<file path="src/rtl/dmi_tap_pkg.sv">
// Shared types and constants for the RISC-V JTAG DTM: TAP states, IR codes,
// DTMCS strobe bit positions and DMI op encodings.
package dmi_tap_pkg;

  // IEEE 1149.1 reference state encoding
  typedef enum logic [3:0] {
    TAP_EXIT2_DR   = 4'h0,
    TAP_EXIT1_DR   = 4'h1,
    TAP_SHIFT_DR   = 4'h2,
    TAP_PAUSE_DR   = 4'h3,
    TAP_SELECT_IR  = 4'h4,
    TAP_UPDATE_DR  = 4'h5,
    TAP_CAPTURE_DR = 4'h6,
    TAP_SELECT_DR  = 4'h7,
    TAP_EXIT2_IR   = 4'h8,
    TAP_EXIT1_IR   = 4'h9,
    TAP_SHIFT_IR   = 4'hA,
    TAP_PAUSE_IR   = 4'hB,
    TAP_RUN_IDLE   = 4'hC,
    TAP_UPDATE_IR  = 4'hD,
    TAP_CAPTURE_IR = 4'hE,
    TAP_RESET      = 4'hF
  } tap_state_e;

  typedef enum logic [1:0] {SEL_IDCODE, SEL_DTMCS, SEL_DMI, SEL_BYPASS} dr_sel_e;

  localparam int unsigned IR_W = 5;
  localparam logic [IR_W-1:0] IR_IDCODE = 5'h01;
  localparam logic [IR_W-1:0] IR_DTMCS  = 5'h10;
  localparam logic [IR_W-1:0] IR_DMI    = 5'h11;
  localparam logic [IR_W-1:0] IR_BYPASS = 5'h1F;

  localparam int unsigned DTMCS_DMIRESET     = 16;
  localparam int unsigned DTMCS_DMIHARDRESET = 17;

  localparam logic [1:0] DMI_OP_READ  = 2'b01;
  localparam logic [1:0] DMI_OP_WRITE = 2'b10;

  // Unknown IR codes fall back to BYPASS.
  function automatic dr_sel_e decode_ir(input logic [IR_W-1:0] ir);
    case (ir)
      IR_IDCODE: return SEL_IDCODE;
      IR_DTMCS:  return SEL_DTMCS;
      IR_DMI:    return SEL_DMI;
      default:   return SEL_BYPASS;
    endcase
  endfunction

endpackage

</file>
<file path="src/rtl/dmi_tap_fsm.sv">
// 16-state IEEE 1149.1 TAP controller; publishes the current state and
// decoded capture/shift/update strobes for the register file.
module dmi_tap_fsm
  import dmi_tap_pkg::*;
(
  input  logic       tck,
  input  logic       trst_n,
  input  logic       tms,
  output tap_state_e state_o,
  output logic       capture_ir_o,
  output logic       shift_ir_o,
  output logic       update_ir_o,
  output logic       capture_dr_o,
  output logic       shift_dr_o,
  output logic       update_dr_o
);

  tap_state_e state_q, state_d;

  always_comb begin
    // NOTE: assign a default before the case so no path leaves state_d unassigned (no latch).
    state_d = state_q;
    case (state_q)
      TAP_RESET:      state_d = tms ? TAP_RESET     : TAP_RUN_IDLE;
      TAP_RUN_IDLE:   state_d = tms ? TAP_SELECT_DR : TAP_RUN_IDLE;
      TAP_SELECT_DR:  state_d = tms ? TAP_SELECT_IR : TAP_CAPTURE_DR;
      TAP_CAPTURE_DR: state_d = tms ? TAP_EXIT1_DR  : TAP_SHIFT_DR;
      TAP_SHIFT_DR:   state_d = tms ? TAP_EXIT1_DR  : TAP_SHIFT_DR;
      TAP_EXIT1_DR:   state_d = tms ? TAP_UPDATE_DR : TAP_PAUSE_DR;
      TAP_PAUSE_DR:   state_d = tms ? TAP_EXIT2_DR  : TAP_PAUSE_DR;
      TAP_EXIT2_DR:   state_d = tms ? TAP_UPDATE_DR : TAP_SHIFT_DR;
      TAP_UPDATE_DR:  state_d = tms ? TAP_SELECT_DR : TAP_RUN_IDLE;
      TAP_SELECT_IR:  state_d = tms ? TAP_RESET     : TAP_CAPTURE_IR;
      TAP_CAPTURE_IR: state_d = tms ? TAP_EXIT1_IR  : TAP_SHIFT_IR;
      TAP_SHIFT_IR:   state_d = tms ? TAP_EXIT1_IR  : TAP_SHIFT_IR;
      TAP_EXIT1_IR:   state_d = tms ? TAP_UPDATE_IR : TAP_PAUSE_IR;
      TAP_PAUSE_IR:   state_d = tms ? TAP_EXIT2_IR  : TAP_PAUSE_IR;
      TAP_EXIT2_IR:   state_d = tms ? TAP_UPDATE_IR : TAP_SHIFT_IR;
      TAP_UPDATE_IR:  state_d = tms ? TAP_SELECT_DR : TAP_RUN_IDLE;
      default:        state_d = TAP_RESET;
    endcase
  end

  always_ff @(posedge tck or negedge trst_n) begin
    // NOTE: non-blocking assignment for all flop updates so every register samples pre-edge values.
    if (!trst_n) state_q <= TAP_RESET;
    else         state_q <= state_d;
  end

  assign state_o      = state_q;
  assign capture_ir_o = (state_q == TAP_CAPTURE_IR);
  assign shift_ir_o   = (state_q == TAP_SHIFT_IR);
  assign update_ir_o  = (state_q == TAP_UPDATE_IR);
  assign capture_dr_o = (state_q == TAP_CAPTURE_DR);
  assign shift_dr_o   = (state_q == TAP_SHIFT_DR);
  assign update_dr_o  = (state_q == TAP_UPDATE_DR);

endmodule

</file>
<file path="src/rtl/dmi_jtag_tap.sv">
// RISC-V DTM in the TCK domain: IR, IDCODE/DTMCS/DMI/BYPASS data registers and
// DMI request strobes. Define RV_DMI_BUSY_GUARD_EN to drop DMI ops while busy/failed.
module dmi_jtag_tap
  import dmi_tap_pkg::*;
#(
  parameter int unsigned AWIDTH      = 7,
  parameter logic [31:0] IDCODE      = 32'h1000_0A6F,
  parameter logic [3:0]  DTM_VERSION = 4'd1
) (
  input  logic        tck,
  input  logic        trst_n,
  input  logic        tms,
  input  logic        tdi,
  output logic        tdo,
  output logic        tdo_en,
  input  logic [31:0] rd_data,
  input  logic [1:0]  rd_status,
  input  logic [2:0]  idle,
  output logic [31:0] wr_data,
  output logic [31:0] wr_addr,
  output logic        wr_intf,
  output logic        wr_enab,
  output logic        dmi_reset,
  output logic        dmi_hard_reset
);

  localparam int unsigned DMI_W = AWIDTH + 34;
  localparam logic [5:0]  ABITS = 6'(AWIDTH);

  tap_state_e tap_state;
  logic capture_ir, shift_ir, update_ir, capture_dr, shift_dr, update_dr;

  dmi_tap_fsm u_fsm (
    .tck          (tck),
    .trst_n       (trst_n),
    .tms          (tms),
    .state_o      (tap_state),
    .capture_ir_o (capture_ir),
    .shift_ir_o   (shift_ir),
    .update_ir_o  (update_ir),
    .capture_dr_o (capture_dr),
    .shift_dr_o   (shift_dr),
    .update_dr_o  (update_dr)
  );

  logic [IR_W-1:0]   ir_q, ir_d, ir_sr_q, ir_sr_d;
  logic [DMI_W-1:0]  dr_q, dr_d;
  logic [AWIDTH-1:0] addr_q, addr_d;
  logic [31:0]       data_q, data_d;
  logic wr_intf_q, wr_intf_d, wr_enab_q, wr_enab_d;
  logic dmi_reset_q, dmi_reset_d, dmi_hard_reset_q, dmi_hard_reset_d;
  logic tdo_q, tdo_d, tdo_en_q, tdo_en_d;
  logic dmi_blocked;
  dr_sel_e dr_sel;
  logic [1:0] dmi_op;

`ifdef RV_DMI_BUSY_GUARD_EN
  assign dmi_blocked = rd_status[1];
`else
  assign dmi_blocked = 1'b0;
`endif

  assign dr_sel = decode_ir(ir_q);
  assign dmi_op = dr_q[1:0];

  always_comb begin
    ir_d             = ir_q;
    ir_sr_d          = ir_sr_q;
    dr_d             = dr_q;
    addr_d           = addr_q;
    data_d           = data_q;
    wr_intf_d        = 1'b0;
    wr_enab_d        = 1'b0;
    dmi_reset_d      = 1'b0;
    dmi_hard_reset_d = 1'b0;

    if (tap_state == TAP_RESET) ir_d = IR_IDCODE;
    if (capture_ir)             ir_sr_d = 5'b00001;
    if (shift_ir)               ir_sr_d = {tdi, ir_sr_q[IR_W-1:1]};
    if (update_ir)              ir_d = ir_sr_q;

    if (capture_dr) begin
      case (dr_sel)
        SEL_IDCODE: dr_d = DMI_W'(IDCODE);
        SEL_DTMCS:  dr_d = DMI_W'({17'b0, idle, rd_status, ABITS, DTM_VERSION});
        SEL_DMI:    dr_d = {addr_q, rd_data, rd_status};
        default:    dr_d = '0;
      endcase
    end

    // tdi enters at the top of whichever register length is currently selected
    if (shift_dr) begin
      case (dr_sel)
        SEL_IDCODE, SEL_DTMCS: dr_d = DMI_W'({tdi, dr_q[31:1]});
        SEL_DMI:               dr_d = {tdi, dr_q[DMI_W-1:1]};
        default:               dr_d = DMI_W'(tdi);
      endcase
    end

    if (update_dr) begin
      case (dr_sel)
        SEL_DTMCS: begin
          dmi_reset_d      = dr_q[DTMCS_DMIRESET];
          dmi_hard_reset_d = dr_q[DTMCS_DMIHARDRESET];
        end
        SEL_DMI: begin
          if (!dmi_blocked) begin
            addr_d    = dr_q[DMI_W-1:34];
            data_d    = dr_q[33:2];
            wr_intf_d = (dmi_op == DMI_OP_READ) || (dmi_op == DMI_OP_WRITE);
            wr_enab_d = (dmi_op == DMI_OP_WRITE);
          end
        end
        default: ;
      endcase
    end
  end

  always_ff @(posedge tck or negedge trst_n) begin
    if (!trst_n) begin
      ir_q             <= IR_IDCODE;
      ir_sr_q          <= '0;
      dr_q             <= '0;
      addr_q           <= '0;
      data_q           <= '0;
      wr_intf_q        <= 1'b0;
      wr_enab_q        <= 1'b0;
      dmi_reset_q      <= 1'b0;
      dmi_hard_reset_q <= 1'b0;
    end else begin
      ir_q             <= ir_d;
      ir_sr_q          <= ir_sr_d;
      dr_q             <= dr_d;
      addr_q           <= addr_d;
      data_q           <= data_d;
      wr_intf_q        <= wr_intf_d;
      wr_enab_q        <= wr_enab_d;
      dmi_reset_q      <= dmi_reset_d;
      dmi_hard_reset_q <= dmi_hard_reset_d;
    end
  end

  // tdo launches on the falling edge so the host samples it on the next rising edge
  always_comb begin
    tdo_d    = tdo_q;
    tdo_en_d = shift_ir | shift_dr;
    if (shift_ir)      tdo_d = ir_sr_q[0];
    else if (shift_dr) tdo_d = dr_q[0];
  end

  always_ff @(negedge tck or negedge trst_n) begin
    if (!trst_n) begin
      tdo_q    <= 1'b0;
      tdo_en_q <= 1'b0;
    end else begin
      tdo_q    <= tdo_d;
      tdo_en_q <= tdo_en_d;
    end
  end

  assign tdo            = tdo_q;
  assign tdo_en         = tdo_en_q;
  assign wr_addr        = 32'(addr_q);
  assign wr_data        = data_q;
  assign wr_intf        = wr_intf_q;
  assign wr_enab        = wr_enab_q;
  assign dmi_reset      = dmi_reset_q;
  assign dmi_hard_reset = dmi_hard_reset_q;

endmodule

</file>
<file path="config.mk">
export PLATFORM = sky130hd
export DESIGN_NAME = dmi_jtag_tap
export DESIGN_NICKNAME = d
export VERILOG_FILES = /design/src/rtl/dmi_tap_pkg.sv /design/src/rtl/dmi_tap_fsm.sv /design/src/rtl/dmi_jtag_tap.sv
export SDC_FILE = /design/constraint.sdc
export NUM_CORES = 1
export LEC_CHECK = 0
export CAP_MARGIN = 0
export CORE_ASPECT_RATIO = 1.2
export CORE_MARGIN = 4
export CORE_UTILIZATION = 50
export CTS_CLUSTER_SIZE = 20
export DETAILED_ROUTE_END_ITERATION = 10
export PLACE_DENSITY = 0.87
export SLEW_MARGIN = 20
export SYNTH_ARGS = -nofsm -noshare
export SYNTH_HDL_FRONTEND = slang
export SYNTH_SLANG_ARGS = --single-unit
</file>
<file path="constraint.sdc">
create_clock -name tck -period 2.5 [get_ports tck]
set_input_delay 0.25 -clock tck [delete_from_list [all_inputs] [get_ports tck]]
set_output_delay 0.25 -clock tck [all_outputs]
set_load 0.01 [all_outputs]
</file>
==> reports/metrics.yaml <==
status:
  outcome: "complete, no violations"
timing:
  rsz0062_at_grt: "false"
  skew_ns: 0.0190
  worst_pin_slew_ns: 0.609
  layout_setup_ws_ns: 0.116
  whs_ns: 0.0432
  setup_tns_ns: 0
  max_slew_margin_pct: 59.4
  finalHoldViolCount: 0
  finalSetupViolCount: 0
  final_max_slew_viol_count: 0
clock_tree:
  cts_tree: "done"
  root_buffer: "clkbuf_8"
  clkSinkCount: 100
  clk_pin_slew_ns: 0.10
  cts_buffers: 9
  cts_hold_buf: 0
  cts.path.max_buffers: 2
  cts_max_level: 3
  clock_latency_ns: 0.35
pwr:
  peakVddDrop_mv: 0.717
  power_leakage_nw: 2.79
  power_density_mw_per_mm2: 913
  total_power_mw: 5.25
routing:
  num_vias: 3265
  dr.pass1.iters: 4
  wire_per_inst_microns: 15.8
  wl_microns: 9780
  antenna_left: 0
  drt-initial-drc-count: 242
  drc: 0
  vias_per_cell: 5.27
synth:
  synth_cells: 412
  synth_top_family_by_area: "multiplexers"
  synth_compound_area_share_pct: 10.5
  synth.distinct_cells: 42
  ys_warn_count: 0
  synthFlopType: "dfrtp_1"
  ys_ff_latch: 100
  synth_simple_gate_area_share_pct: 12.4
  synth_fa_ha_area_share_pct: 0.266
  synth-edff-count: 0
  async_flop_share_pct: 100
  ys_seq_area_share_pct: 53.3
  syn_area_sq_mm: 0.00471
  synthXorXnorAreaFrac_pct: 0
  synthMuxAreaShare_pct: 15.9
  syn_area_per_cell_sq_um: 11.4
layout:
  diodes: 0
  fillers: 711
  utilization_pct: 63.0
  syn_to_final_growth_pct: 22.1
  nNetsFinal: 536
  drive_above_1_share_pct: 16.6
setup_path:
  max_stage_delay_ns: 0.42
  crit_family: "flip-flops"
  crit_required_ns: 2.25
  ff2ff_setup_slack_ns: 0.12
  worst-path-stages: 1
  crit_path_end_kind: "primary output"
  critPathSlowestCell: "dfrtn_1"
  crit_type: "flop to primary output"
  start_kind: "flop"
  cp_cell_sequence: "buf_2"
  crit_buf_inv: 1
  crit_arrival_ns: 2.13
  worstRegToRegCells: 2
  crit_fanout: 2
grt:
  track_usage_pct: 18.3
  antenna_found_initial: 0
  grt-ovfl-total: 0
  grt_pass1_vias: 3238
  grt_max_degree: 50
  grt_pass1_wl_microns: 15700
floorplanning:
  rows: 38
  die_area_sq_mm: 0.0110
  die_x_microns: 96.6
  core_area_sq_mm: 0.00913
  initial_core_util_pct: 51.6
  dieHeight_microns: 114
  ios: 111
placed_design:
  dpl.hpwl_microns: 6890
  portBuffers: 85
  post-place-ws_ns: 0.0744
  gp_congestion: 0.807
min_path:
  holdCritPathClass: "primary input to asynchronous set/reset pin"
run:
  drv_cap: 0
layout make-up:
| class | instances | area (sq um) | area share (%) |
|---|---|---|---|
| sequential | 100 | 2510 | 43.6 |
| multi-input combinational | 276 | 1940 | 33.7 |
| timing repair buffer | 98 | 948 | 16.5 |
| tap | 120 | 150 | 2.61 |
| clock buffer | 11 | 131 | 2.29 |
| clock inverter | 5 | 38.8 | 0.675 |
| inverter | 9 | 33.8 | 0.588 |
cell usage in the layout (no fill, tap or decap), types with 2 or more instances in the layout:
master and n:
buf_4 13, a221o_1 5, conb_1 25, dfrtp_1 93, mux2_4 38, a21oi_1 8, clkbuf_1 2, nor2_1 12
or3_1 2, nand2_1 68, and2_1 2, dfstp_2 5, clkinv_4 3, dfrtn_1 2, nand2b_1 13, a32oi_1 2
clkdlybuf4s50_1 82, a22oi_1 18, inv_1 9, nor3_1 2, o21ai_0 19, nand3_1 5, nor2b_1 7, mux2i_1 12
mux2_2 5, clkbuf_8 9, a31oi_1 7, o31ai_1 11
registers in the layout, summed over array words and instances (netlist names):
signal,flops
addr_q,7
ir_sr_q,5
u_fsm.state_o,4
dmi_reset,1
wr_data,32
wr_enab,1
dr_q,41
tdo_en,1
tdo,1
wr_intf,1
dmi_hard_reset,1
ir_q,5
per-stage QoR:
step	cells	area [sq um]
3_5_place_dp	603	5580
5_1_grt	619	5750
2_1_floorplan	436	4800
3_3_place_gp	603	5580
6_report	619	5750
4_1_cts	619	5750
where the power goes:
group / leakage (nW) / switching, mW / internal (mW)
Sequential: 1.35 / 0.440 / 2.12
Clock: 0.0835 / 0.547 / 0.367
Combinational: 1.36 / 0.818 / 0.956
worst paths after layout:
kind,startpoint,to
worst max register to register,u_fsm.state_o[3],tdo
worst min-delay path,trst_n,wr_data[14]
worst max-delay path,tdo,tdo
worst min register to register,tdo,tdo
max in group asynchronous,trst_n,tdo_en
min in group tck,rd_data[22],dr_q[24]
logic make-up (layout without fill, tap and decap cells):
kind of cell,after synthesis,after routing
DFF,100,100
and+or+nand+nor,121,121
AOI/OAI and AO/OA,74,74
buffers and inverters,60,123
other,1,25
muxes,55,55
adders and majority gates,1,1
cells in the mapped netlist (all sizes together) (7+ instances only):
cell	number	share of area, %
buf	38	5.8
dfrtp	93	49
a21oi	8	0.85
nand2b	13	1.7
nor2b	7	0.93
a31oi	7	0.93
o31ai	11	1.8
a22oi	18	2.9
nand2	68	5.4
nor2	12	0.96
mux2i	12	2.6
inv	9	0.72
clkbuf	13	1.0
o21ai	19	2.0
mux2	43	13
per-layer routing:
metal  vias to the layer above  track usage [%]  wire length (microns)
met3                        17             3.16                    563
met4                         0             7.11                    183
met5                         -                0                      0
li1                       1536                -                      -
met1                      1598             25.0                   4330
met2                       114             28.9                   4700
what timing repair did:
item,4_1_cts,5_1_grt
endpoints found under the setup margin,2,3
setup buffers,0,0
resized for setup,5,3
Power figures use the tool's default switching activity.
